**config.mk**
```make
export PLATFORM = sky130hd
export DESIGN_NAME = wb_burst_master
export DESIGN_NICKNAME = d
export VERILOG_FILES = /design/src/rtl/wb_master_pkg.sv /design/src/rtl/wb_wr_stage.sv /design/src/rtl/wb_burst_master.sv
export SDC_FILE = /design/constraint.sdc
export NUM_CORES = 1
export LEC_CHECK = 0
export ABC_AREA = 1
export ABC_CLOCK_PERIOD_IN_PS = 2300
export CAP_MARGIN = 20
export CORE_MARGIN = 2
export CORE_UTILIZATION = 55
export DETAILED_ROUTE_END_ITERATION = 10
export DONT_BUFFER_PORTS = 1
export PLACE_DENSITY = 0.69
export REMOVE_ABC_BUFFERS = 1
export SETUP_SLACK_MARGIN = 0.3
export SYNTH_ARGS = -nofsm -noshare
export SYNTH_HDL_FRONTEND = slang
export SYNTH_SLANG_ARGS = --single-unit
```
**constraint.sdc**
```tcl
create_clock -name wb_clk_i -period 2.3 [get_ports wb_clk_i]
set_input_delay 0.345 -clock wb_clk_i [delete_from_list [all_inputs] [get_ports wb_clk_i]]
set_output_delay 0.345 -clock wb_clk_i [all_outputs]
set_load 0.02 [all_outputs]
```
**src/rtl/wb_master_pkg.sv**
```systemverilog
// Shared constants and types for the Wishbone burst master.
// Cycle-type / burst-type codes and the bus-cycle state enum.
package wb_master_pkg;

  localparam logic [2:0] CTI_CLASSIC = 3'b000;
  localparam logic [2:0] CTI_INCR    = 3'b010;
  localparam logic [2:0] CTI_EOB     = 3'b111;
  localparam logic [1:0] BTE_LINEAR  = 2'b00;

  typedef enum logic {
    IDLE  = 1'b0,
    BURST = 1'b1
  } state_e;

endpackage

```
**src/rtl/wb_wr_stage.sv**
```systemverilog
// Single-entry write holding register between wr_* port and bus.
// Ports: clk/rst_n, load_i+data_i in, consume_i, flush_i; valid/data out.
module wb_wr_stage
  import wb_master_pkg::*;
#(
  parameter int DW = 32
) (
  input  logic          clk,
  input  logic          rst_n,
  input  logic          load_i,
  input  logic [DW-1:0] data_i,
  input  logic          consume_i,
  input  logic          flush_i,
  output logic          valid_o,
  output logic          valid_d_o,
  output logic [DW-1:0] data_o
);

  logic          valid_q, valid_d;
  logic [DW-1:0] data_q, data_d;

  // A load in the same cycle as a consume refills the slot.
  always_comb begin
    valid_d = valid_q;
    data_d  = data_q;
    if (flush_i) begin
      valid_d = 1'b0;
    end else if (load_i) begin
      valid_d = 1'b1;
      data_d  = data_i;
    end else if (consume_i) begin
      valid_d = 1'b0;
    end
  end

  always_ff @(posedge clk) begin
    if (!rst_n) begin
      valid_q <= 1'b0;
      data_q  <= '0;
    end else begin
      valid_q <= valid_d;
      data_q  <= data_d;
    end
  end

  assign valid_o   = valid_q;
  assign valid_d_o = valid_d;
  assign data_o    = data_q;

endmodule

```
**src/rtl/wb_burst_master.sv**
```systemverilog
// Wishbone B3 incrementing-burst master: one command -> one bus cycle.
// Ports: cmd_* command, wr_* write stream, rd_* read stream, done/err, wb_*.
module wb_burst_master
  import wb_master_pkg::*;
#(
  parameter int AW        = 32,
  parameter int DW        = 32,
  parameter int SW        = DW / 8,
  parameter int MAX_BURST = 8,
  parameter int LW        = $clog2(MAX_BURST) + 1
) (
  input  logic          wb_clk_i,
  input  logic          RESETN,
  input  logic          cmd_valid_i,
  output logic          cmd_ready_o,
  input  logic          cmd_we_i,
  input  logic [AW-1:0] cmd_addr_i,
  input  logic [LW-1:0] cmd_len_i,
  input  logic [SW-1:0] cmd_sel_i,
  input  logic          wr_valid_i,
  input  logic [DW-1:0] wr_data_i,
  output logic          wr_ready_o,
  output logic          rd_valid_o,
  output logic [DW-1:0] rd_data_o,
  output logic          done_o,
  output logic          err_o,
  output logic          wb_cyc_o,
  output logic          wb_stb_o,
  output logic          wb_we_o,
  output logic [AW-1:0] wb_addr_o,
  output logic [DW-1:0] wb_dat_o,
  output logic [SW-1:0] wb_sel_o,
  output logic [2:0]    wb_cti_o,
  output logic [1:0]    wb_bte_o,
  input  logic          wb_ack_i,
  input  logic          wb_err_i,
  input  logic [DW-1:0] wb_dat_i
);

  state_e        state_q, state_d;
  logic          we_q, we_d;
  logic [AW-1:0] addr_q, addr_d;
  logic [SW-1:0] sel_q, sel_d;
  logic [LW-1:0] len_q, len_d;
  logic [LW-1:0] rem_q, rem_d;
  logic [LW-1:0] cnt_q, cnt_d;
  logic          stb_q, stb_d;
  logic [2:0]    cti_q, cti_d;
  logic          rd_valid_q, rd_valid_d;
  logic [DW-1:0] rd_data_q, rd_data_d;
  logic          done_q, done_d;
  logic          err_q, err_d;

  logic          in_burst;
  logic          beat;
  logic          err_hit;
  logic          consume;
  logic          load;
  logic          stg_valid;
  logic          stg_valid_d;
  logic [LW-1:0] len_c;

  // Error outranks a simultaneous ack.
  assign in_burst = (state_q == BURST);
  assign err_hit  = stb_q & wb_err_i;
  assign beat     = stb_q & wb_ack_i & ~wb_err_i;
  assign consume  = beat & we_q;

  // cnt_q counts beats taken this command, staged or already sent.
  assign wr_ready_o = in_burst & we_q
                    & (~stg_valid | consume)
                    & (cnt_q < len_q);
  assign load = wr_valid_i & wr_ready_o;

  always_comb begin
    len_c = cmd_len_i;
    if (cmd_len_i == '0) begin
      len_c = LW'(1);
    end else if (cmd_len_i > LW'(MAX_BURST)) begin
      len_c = LW'(MAX_BURST);
    end
  end

  wb_wr_stage #(
    .DW(DW)
  ) u_wr_stage (
    .clk       (wb_clk_i),
    .rst_n     (RESETN),
    .load_i    (load),
    .data_i    (wr_data_i),
    .consume_i (consume),
    .flush_i   (err_hit),
    .valid_o   (stg_valid),
    .valid_d_o (stg_valid_d),
    .data_o    (wb_dat_o)
  );

  always_comb begin
    state_d    = state_q;
    we_d       = we_q;
    addr_d     = addr_q;
    sel_d      = sel_q;
    len_d      = len_q;
    rem_d      = rem_q;
    cnt_d      = cnt_q;
    rd_valid_d = 1'b0;
    rd_data_d  = rd_data_q;
    done_d     = 1'b0;
    err_d      = 1'b0;
    if (load) begin
      cnt_d = cnt_q + LW'(1);
    end
    case (state_q)
      IDLE: begin
        if (cmd_valid_i) begin
          state_d = BURST;
          we_d    = cmd_we_i;
          addr_d  = cmd_addr_i;
          sel_d   = cmd_sel_i;
          len_d   = len_c;
          rem_d   = len_c;
          cnt_d   = '0;
        end
      end
      BURST: begin
        if (err_hit) begin
          state_d = IDLE;
          rem_d   = '0;
          done_d  = 1'b1;
          err_d   = 1'b1;
        end else if (beat) begin
          rem_d  = rem_q - LW'(1);
          addr_d = addr_q + AW'(SW);
          if (!we_q) begin
            rd_valid_d = 1'b1;
            rd_data_d  = wb_dat_i;
          end
          if (rem_q == LW'(1)) begin
            state_d = IDLE;
            done_d  = 1'b1;
          end
        end
      end
      default: state_d = IDLE;
    endcase
    cti_d = CTI_CLASSIC;
    if (state_d == BURST) begin
      cti_d = (rem_d > LW'(1)) ? CTI_INCR : CTI_EOB;
    end
  end

  // Writes strobe only while a beat is staged: master wait state.
  assign stb_d = (state_d == BURST)
               & (we_d ? stg_valid_d : 1'b1);

  always_ff @(posedge wb_clk_i) begin
    if (!RESETN) begin
      state_q    <= IDLE;
      we_q       <= 1'b0;
      addr_q     <= '0;
      sel_q      <= '0;
      len_q      <= '0;
      rem_q      <= '0;
      cnt_q      <= '0;
      stb_q      <= 1'b0;
      cti_q      <= CTI_CLASSIC;
      rd_valid_q <= 1'b0;
      rd_data_q  <= '0;
      done_q     <= 1'b0;
      err_q      <= 1'b0;
    end else begin
      state_q    <= state_d;
      we_q       <= we_d;
      addr_q     <= addr_d;
      sel_q      <= sel_d;
      len_q      <= len_d;
      rem_q      <= rem_d;
      cnt_q      <= cnt_d;
      stb_q      <= stb_d;
      cti_q      <= cti_d;
      rd_valid_q <= rd_valid_d;
      rd_data_q  <= rd_data_d;
      done_q     <= done_d;
      err_q      <= err_d;
    end
  end

  assign cmd_ready_o = (state_q == IDLE);
  assign wb_cyc_o    = in_burst;
  assign wb_stb_o    = stb_q;
  assign wb_we_o     = we_q;
  assign wb_addr_o   = addr_q;
  assign wb_sel_o    = sel_q;
  assign wb_cti_o    = cti_q;
  assign wb_bte_o    = BTE_LINEAR;
  assign rd_valid_o  = rd_valid_q;
  assign rd_data_o   = rd_data_q;
  assign done_o      = done_q;
  assign err_o       = err_q;

endmodule

```
==> reports/summary.log, run 1 <==
qor: global_route.gr-usage-met2 52.1%
qor: critical_path.r2r-end u_wr_stage.data_o[8]
qor: die.initial_standard_cell_utilization_of_the_core 56.6%
qor: power.pwr_density_cell 786 nW/µm²
qor: sta.max_slew_margin 63.3%
qor: cells_and_area.layout_area_growth_over_synthesis 26.1%
qor: die.die_w 107 µm
qor: critical_path.r2r_cells 8
qor: global_route.grt-busiest-layer met2
qor: job.max-cap-violations 0
qor: global_route.grt_overflow_total 0
qor: power.ir_worst_vdd 0.000485 V
qor: critical_path.crit_path_max_fanout 5
qor: critical_path.worstSetupStartpointType flip-flop
qor: placed_design.final_wtd_congestion 0.915
qor: logic_synthesis.cell_with_the_most_instances_after_synthesis nand2_1
qor: cts.cts_htree_levels 4
qor: power.power_leakage 3.19 nW
qor: sta.crit_path_time_final 2010 ps
qor: logic_synthesis.synthArstFlopShare 0%
qor: sta.share_of_the_cycle_needed_by_the_critical_path_after_routing 87.3%
qor: worst_hold_path.timing.hold.worst_endpoint err_o
qor: detailed_routing.detailedRoute.firstPassIterationCount 5
qor: detailed_routing.postRouteAntennaNets 0
qor: power.pwr-share-comb 10.8%
qor: critical_path.startpoint wb_stb_o
qor: die.ios 224
qor: cts.clkLatencyLatePin 520 ps
qor: logic_synthesis.ys_warn_count 0
qor: logic_synthesis.share_of_yosys_cell_area_claimed_by_the_top_area_cell_type 41.6%
qor: logic_synthesis.synth-edff-count 0
qor: sta.report.final.setup_viol 0
qor: critical_path.timing.critical_path.arrival 1660 ps
qor: cts.cts_tree yes
qor: global_route.via_count_of_the_first_global_routing_pass 5725
qor: global_route.initial_antenna_violation_count 1
qor: cts.clockRootBuffer clkbuf_8
qor: detailed_routing.detail_route.drc_violations 0
qor: sta.hold_slack 26.6 ps
qor: logic_synthesis.avgSynthCellArea 6.42 µm²
qor: logic_synthesis.mappedNetlistArea 5820 µm²
qor: logic_synthesis.synth_flop_cell dfxtp_1
qor: global_route.grt_usage 30.1%
qor: sta.worstMarginPinSlew 550 ps
qor: run_status.outcome finished clean
qor: power.p_clk_share 47.1%
qor: cells_and_area.finalNetCount 1092
qor: critical_path.reg2reg_slack 380 ps
qor: cells_and_area.drive_gt1_share 8.51%
qor: logic_synthesis.synth-seq-cells 121
qor: detailed_routing.via_count 6008
qor: logic_synthesis.synthDistinctLibCells 35
qor: logic_synthesis.synth_sequential_area_ratio 41.6%
qor: die.floorplan.core_area 10300 µm²
qor: power.power.share.switching 27.6%
qor: logic_synthesis.netlist_top_cells_area dfxtp_1 42%, nand2_1 15%, nor2_1 15%, inv_1 5.7%, o21ai_0 5.7%
qor: cells_and_area.layout.cells.non_filler 1124
qor: power.design_power_total 5.77 mW
qor: placed_design.port_buffers 0
qor: critical_path.regToRegStartpoint wb_stb_o
qor: logic_synthesis.synthesis.instances 906
qor: cts.clock_slew_at_reported_path_ffs 60 ps
qor: cells_and_area.fin_util 71.4%
qor: sta.fmax 0.498 GHz
qor: global_route.globalRouteMet3Util 10.2%
qor: die.dieHeight 107 µm
qor: die.fp.dieArea 11400 µm²
qor: sta.rsz0062_at_grt true
qor: sta.fin_worst_skew 9.24 ps
qor: cts.clock-sinks 121
qor: die.floorplan.rows 37
qor: global_route.grt_first_pass_wirelength 27.0 mm
qor: worst_hold_path.hold_depth 2
qor: placed_design.place_hpwl 11.2 mm
qor: detailed_routing.first_iter_violations 510
qor: cts.cts-root-to-sink-buffers 2
qor: detailed_routing.totalWireLength 17.6 mm
qor: sta.hold_violations 0
qor: global_route.grt_max_degree 87
qor: critical_path.timing.critical_path.to_type output port
qor: worst_hold_path.hold_class in2reg
qor: placed_design.placed_cells 1016
qor: cts.cts_made_buffers 17
qor: critical_path.path_class reg2out
qor: placed_design.placed_instance_area 5910 µm²
qor: detailed_routing.viasPerCell 5.35
qor: power.net-switching-power 1.59 mW
qor: logic_synthesis.synth.top_cells.by_count 226 x nand2_1, 225 x nor2_1, 121 x dfxtp_1
qor: worst_hold_path.min_from RESETN
qor: detailed_routing.wl_per_cell 15.7 µm
qor: logic_synthesis.synth.largest_area_cell dfxtp_1
qor: cells_and_area.finish.instance_area 7340 µm²
qor: sta.timing.final.max_slew_violations 0
qor: power.p_int 4.17 mW
qor: critical_path.critPathRequiredTime 1960 ps
qor: power.sequentialPowerShare 42.1%
qor: global_route.grt_met1_use 32.9%
power groups by stage:
| stage | Clock, mW | Sequential [mW] | Combinational [mW] |
|---|---|---|---|
| detailed placement | 0 | 2.47 | 0.474 |
| floorplan | 0 | 2.46 | 0.320 |
| global route | 2.84 | 2.44 | 0.698 |
| CTS | 2.76 | 2.42 | 0.606 |
| finish | 2.72 | 2.43 | 0.622 |
| global placement | 0 | 2.46 | 0.457 |
sequential cells by signal, indices dropped and copies added, names as in the netlist, 2 cells and up:
register,flops
len_q,4
wb_sel_o,4
u_wr_stage.data_o,32
rem_q,4
cnt_q,4
wb_cti_o,2
rd_data_o,32
wb_addr_o,32
layout by cell type, fill, tap and decap left out, drive strengths merged, types with 6 or more instances in the layout:
| cell | n |
|---|---|
| dlygate4sd3 | 72 |
| nand3 | 50 |
| clkbuf | 19 |
| nand2 | 227 |
| ha | 7 |
| buf | 16 |
| dfxtp | 121 |
| inv | 93 |
| or2 | 6 |
| a21oi | 35 |
| o21ai | 71 |
| nor2 | 231 |
worst max path at each step:
stage | slack, ps | to
floorplan | -830 | rd_data_o[10]
global placement | 310 | wb_addr_o[30]
detailed placement | 280 | wb_addr_o[30]
CTS | 280 | wr_ready_o
global route | 190 | wr_ready_o
finish | 290 | wr_ready_o
final cells by class:
class / instances / area (µm²)
clock buffers: 19 / 442
flip-flops and latches: 121 / 2440
clock inverters: 13 / 166
multi-input cells: 655 / 2900
repair buffers: 88 / 873
fillers: 799 / 2940
inverters: 91 / 342
diodes: 1 / 2.50
well taps: 136 / 170
what timing repair did:
action	in CTS	in global routing
hold buffers	73	0
hold endpoints to repair	88	0
endpoints found under the setup margin	2	23
pin swaps	7	2
gates cloned	0	1
resized for setup	12	8
setup buffers	1	0
per-stage QoR:
stage               worst slack [ps]  TNS, ps
finish                           293        0
global route                     192        0
CTS                              278        0
detailed placement               277        0
global placement                 315        0
floorplan                       -828   -57060
layer usage:
layer	routed length, µm	part of all wire (%)	vias to the layer above
met5	0	0	-
met4	610	3.5	0
met3	1530	8.7	53
met2	8740	50	303
met1	6720	38	2696
li1	-	-	2956
kinds of logic (layout without fill, tap and decap cells):
family | count (synthesis) | in the layout | share of synthesized area [%]
flops | 121 | 121 | 41.6
xor+xnor | 6 | 6 | 0.903
fa+ha+maj | 7 | 7 | 1.51
buf+inv | 132 | 211 | 9.25
simple gates | 518 | 519 | 35.6
other cells | 1 | 3 | 0.0645
compound gates | 121 | 121 | 11.0
worst max-delay path, cell delays in order, from the launching register on:
cell	delay, ps
dfxtp_2	420
nand3_2	160
o21ai_2	190
nand2_1	110
nor2_4	260
No activity file was read; power rests on OpenSTA's default activity.
==> inputs of run 2 (changes only) <==
GPL_ROUTABILITY_DRIVEN = 0   (was default)
HOLD_SLACK_MARGIN = 0.03   (was default)
==> reports/summary.log, run 2 (synthesis results as in run 1) <==
qor: sta.fmax 0.506 GHz
qor: sta.rsz0062_at_grt true
qor: sta.timing.final.max_slew_violations 0
qor: critical_path.r2r-end rd_data_o[18]
qor: die.dieHeight 107 µm
qor: run_status.outcome finished clean
qor: die.die_w 107 µm
qor: critical_path.timing.critical_path.arrival 1630 ps
qor: cells_and_area.final_common_cell nand2_1
qor: power.ir_worst_vdd 0.000509 V
qor: critical_path.crit_path_max_fanout 5
qor: die.floorplan.rows 37
qor: critical_path.cp_num_buf_inv 0
qor: placed_design.place_hpwl 11.1 mm
qor: critical_path.max_stage_delay 410 ps
qor: power.power_leakage 3.20 nW
qor: worst_hold_path.hold_depth 2
qor: die.initial_standard_cell_utilization_of_the_core 56.6%
qor: critical_path.timing.critical_path.to_type output port
qor: cts.clkLatencyLatePin 510 ps
qor: cells_and_area.layout_area_growth_over_synthesis 26.7%
qor: cts.cts_htree_levels 4
qor: worst_hold_path.timing.hold.worst_endpoint wb_addr_o[10]
qor: sta.worstMarginPinSlew 581 ps
qor: detailed_routing.postRouteAntennaNets 0
qor: critical_path.cp_slowest_cell dfxtp_2
qor: global_route.via_count_of_the_first_global_routing_pass 5794
qor: critical_path.regToRegStartpoint wb_stb_o
qor: die.ios 224
qor: global_route.grt_max_degree 88
qor: cts.cts-root-to-sink-buffers 2
qor: cells_and_area.final.fill_count 810
qor: worst_hold_path.hold_class in2reg
qor: sta.report.final.setup_viol 0
qor: job.max-cap-violations 0
qor: global_route.grt_usage 30.1%
qor: placed_design.placed_instance_area 5940 µm²
qor: critical_path.critPathRequiredTime 1960 ps
qor: cells_and_area.finish.instance_area 7370 µm²
qor: cells_and_area.finalNetCount 1099
qor: critical_path.r2r_cells 8
qor: sta.hold_violations 0
qor: critical_path.cp_cell_sequence nand3_2 > o21ai_2 > nand2_1 > nor2_4
qor: power.design_power_total 5.61 mW
qor: sta.share_of_the_cycle_needed_by_the_critical_path_after_routing 85.9%
qor: detailed_routing.totalWireLength 17.5 mm
qor: cts.clock-sinks 121
qor: die.fp.dieArea 11400 µm²
qor: cts.clockRootBuffer clkbuf_8
qor: sta.fin_worst_skew 10.2 ps
qor: global_route.initial_antenna_violation_count 1
qor: worst_hold_path.min_from cmd_addr_i[10]
qor: detailed_routing.via_count 6101
qor: cells_and_area.layout_common_cells 224 x nand2_1, 223 x nor2_1, 114 x dfxtp_1
qor: cts.clock_slew_at_reported_path_ffs 70 ps
qor: critical_path.cell_family_contributing_the_most_delay_on_the_critical_path simple AND/OR/NAND/NOR gates
qor: critical_path.path_class reg2out
qor: placed_design.port_buffers 0
qor: cts.cts_tree yes
qor: detailed_routing.viasPerCell 5.39
qor: detailed_routing.detailedRoute.firstPassIterationCount 5
qor: global_route.grt_first_pass_wirelength 27.3 mm
qor: cells_and_area.drive_gt1_share 8.75%
qor: sta.max_slew_margin 61.2%
qor: cts.cts_made_buffers 17
qor: detailed_routing.wl_per_cell 15.4 µm
qor: sta.crit_path_time_final 1980 ps
qor: detailed_routing.detail_route.drc_violations 0
qor: die.floorplan.core_area 10300 µm²
qor: detailed_routing.first_iter_violations 633
qor: global_route.grt_overflow_total 0
qor: critical_path.reg2reg_slack 480 ps
qor: power.pwr_density_cell 761 nW/µm²
qor: critical_path.worstSetupStartpointType flip-flop
==> run 2: timing repair <==
| item | CTS | global route |
|---|---|---|
| resized for setup | 10 | 13 |
| cloned | 0 | 1 |
| pin swaps | 5 | 4 |
| setup buffers | 1 | 1 |
| hold buffers | 75 | 0 |
| endpoints found under the hold margin | 91 | 0 |
| endpoints found under the setup margin | 1 | 49 |
==> run 2: through the flow <==
stage / util, % / hold WS, ps / cells / setup WS, ps / TNS (ps)
global placement: 57.8 / 468 / 1020 / 368 / 0
CTS: 71.1 / 35.1 / 1128 / 300 / 0
floorplan: - / 444 / 866 / -828 / -57060
global route: 71.7 / 45.5 / 1130 / 252 / 0
detailed placement: 57.8 / 464 / 1020 / 334 / 0
finish: 71.7 / 49.6 / 1131 / 325 / 0
==> run 2: worst max-delay path by stage <==
| stage | slack [ps] | cells after the start | end | from |
|---|---|---|---|---|
| global route | 250 | 7 | wr_ready_o | len_q[1] |
| detailed placement | 330 | 9 | wb_addr_o[14] | wb_addr_o[2] |
| finish | 320 | 4 | wr_ready_o | wb_stb_o |
| global placement | 370 | 10 | wb_addr_o[30] | wb_addr_o[2] |
| CTS | 300 | 10 | wb_addr_o[30] | wb_addr_o[2] |
| floorplan | -830 | 7 | rd_data_o[10] | wb_cyc_o |
==> run 2: layout make-up <==
type                            instances  area [µm²]  area share [%]
Multi-Input combinational cell        655        2920            39.7
Sequential cell                       121        2430            33.0
Timing Repair Buffer                   95         931            12.6
Clock buffer                           19         422            5.72
Inverter                               91         344            4.67
Tap cell                              136         170            2.31
Clock inverter                         13         145            1.97
Antenna cell                            1        2.50          0.0340
==> run 2: per-layer routing <==
metal,vias to the layer above,GRT usage (%),part of all wire (%)
met4,0,13.6,3.5
met1,2748,33.9,38
met5,-,0,0
li1,2978,-,-
met3,58,9.12,9.7
met2,317,52.2,49
==> run 2: worst register-to-register path: cells and delay by family (launching register included) <==
family | cells | cell delay, ps
buf+inv | 3 | 520
flops | 1 | 410
simple gates | 5 | 790
==> run 2: report_power, final <==
| group | internal, mW | switching, mW |
|---|---|---|
| Combinational | 0.267 | 0.382 |
| Sequential | 2.20 | 0.214 |
| Clock | 1.55 | 0.999 |
==> inputs of run 3 (changes only) <==
CTS_CLUSTER_SIZE = 30   (was default)
SETUP_SLACK_MARGIN = default   (was 0.3)
==> reports/summary.log, run 3 (synthesis results as in run 1) <==
qor: cts.clockRootBuffer clkbuf_8
qor: detailed_routing.routed-wl-met2 8.35 mm
qor: detailed_routing.via_count 6015
qor: die.die_w 107 µm
qor: die.fp.dieArea 11400 µm²
qor: critical_path.timing.critical_path.arrival 1740 ps
qor: cells_and_area.layout.cells.non_filler 1128
qor: critical_path.cp_num_buf_inv 0
qor: die.ios 224
qor: power.pwr_density_cell 770 nW/µm²
qor: sta.final.setup.worst_slack 211 ps
qor: detailed_routing.m1WireLength 6.55 mm
qor: die.dieHeight 107 µm
qor: sta.rsz0062_at_grt false
qor: job.max-cap-violations 0
qor: cts.cts_tree yes
qor: run_status.outcome finished clean
qor: critical_path.worstSetupStartpointType flip-flop
qor: cts.clkLatencyLatePin 520 ps
qor: cts.cts_made_buffers 17
qor: global_route.via_count_of_the_first_global_routing_pass 5757
qor: cells_and_area.layout_common_cells 226 x nand2_1, 225 x nor2_1, 121 x dfxtp_1
qor: power.pwr-share-comb 11.3%
qor: cts.cts_htree_levels 4
qor: power.p_clk_share 45.6%
qor: cells_and_area.final_common_cell nand2_1
qor: placed_design.post_placement_worst_setup_slack 334 ps
qor: sta.hold_slack 48.3 ps
qor: global_route.grt_max_degree 88
qor: sta.setup_total_negative_slack 0 ps
qor: sta.share_of_the_cycle_needed_by_the_critical_path_after_routing 90.8%
qor: power.design_power_total 5.60 mW
qor: global_route.grt_first_pass_wirelength 27.0 mm
qor: detailed_routing.detailedRoute.firstPassIterationCount 5
qor: cells_and_area.finalNetCount 1096
qor: detailed_routing.totalWireLength 17.1 mm
qor: sta.hold_violations 0
qor: cts.post_cts_resize_count 0
qor: sta.crit_path_time_final 2090 ps
qor: power.net-switching-power 1.59 mW
qor: placed_design.place_hpwl 11.1 mm
qor: global_route.initial_antenna_violation_count 1
qor: cells_and_area.final.fill_count 828
qor: sta.max_slew_margin 62.2%
qor: detailed_routing.viasPerCell 5.33
qor: detailed_routing.postRouteAntennaNets 0
qor: placed_design.placed_cells 1020
qor: cts.clock-sinks 121
qor: power.power.share.switching 28.4%
qor: detailed_routing.dr.max_layer_used met4
qor: critical_path.path_class reg2out
qor: cts.clock_slew_at_reported_path_ffs 60 ps
qor: critical_path.max_stage_delay 500 ps
qor: cells_and_area.area_of_all_sequential_standard_cells 2420 µm²
qor: worst_hold_path.hold_class in2reg
qor: detailed_routing.route.met3.wl 1.64 mm
qor: cells_and_area.multi_input_area 2860 µm²
qor: detailed_routing.wl_per_cell 15.2 µm
qor: critical_path.crit_path_max_fanout 5
qor: cells_and_area.fin_util 70.8%
qor: power.power_leakage 3.18 nW
qor: power.ir_worst_vdd 0.000509 V
qor: power.sequentialPowerShare 43.1%
qor: detailed_routing.detail_route.drc_violations 0
qor: cts.cts-root-to-sink-buffers 2
qor: sta.timing.final.max_slew_violations 0
qor: die.initial_standard_cell_utilization_of_the_core 56.6%
qor: sta.fmax 0.479 GHz
qor: placed_design.port_buffers 0
qor: cells_and_area.layout_area_growth_over_synthesis 25.1%
qor: placed_design.placed_instance_area 5940 µm²
qor: cells_and_area.drive_gt1_share 6.66%
qor: global_route.grt_usage 29.8%
qor: cells_and_area.finish.instance_area 7280 µm²
qor: critical_path.cp_cell_sequence nand3_2 > o21ai_2 > nand2_1 > nor2_4
qor: detailed_routing.first_iter_violations 601
qor: die.floorplan.rows 37
qor: critical_path.cell_family_contributing_the_most_delay_on_the_critical_path simple AND/OR/NAND/NOR gates
qor: sta.report.final.setup_viol 0
qor: critical_path.timing.critical_path.to_type output port
qor: power.p_int 4.01 mW
qor: critical_path.critPathRequiredTime 1960 ps
qor: sta.worstMarginPinSlew 566 ps
qor: global_route.grt_overflow_total 0
qor: critical_path.cp_slowest_cell dfxtp_1
qor: die.floorplan.core_area 10300 µm²
qor: sta.fin_worst_skew 7.94 ps
[run 3: power by group through the flow]
stage                     sequential, mW  clock [mW]  combinational [mW]
after floorplan                     2.46           0               0.320
after global placement              2.45           0               0.480
after detailed placement            2.45           0               0.494
after CTS                           2.41        2.57               0.625
after global routing                2.42        2.67               0.709
final                               2.41        2.56               0.635
[run 3: worst paths after layout]
kind / endpoint / start / cells after the start / slack [ps]
setup / recovery: wr_ready_o / wb_stb_o / 4 / 210
hold / removal: wb_addr_o[10] / cmd_addr_i[10] / 2 / 50
setup reg to reg: wb_addr_o[14] / wb_addr_o[3] / 9 / 240
hold reg to reg: len_q[0] / len_q[0] / 2 / 480
[run 3: layout make-up]
class / instances / area share, %
Antenna cell: 1 / 0.0344
Clock buffer: 19 / 5.79
Clock inverter: 13 / 1.99
Inverter: 91 / 4.69
Multi-Input combinational cell: 654 / 39.3
Sequential cell: 121 / 33.3
Tap cell: 136 / 2.34
Timing Repair Buffer: 93 / 12.6
[run 3: routing by layer]
metal	vias up	track usage, %
li1	2965	-
met1	2710	33.8
met2	285	51.2
met3	55	9.12
met4	0	13.6
met5	-	0
[run 3: timing repair]
item | in CTS | in global routing
hold endpoints to repair | 91 | 0
setup buffers | 0 | 0
hold buffers | 75 | 0
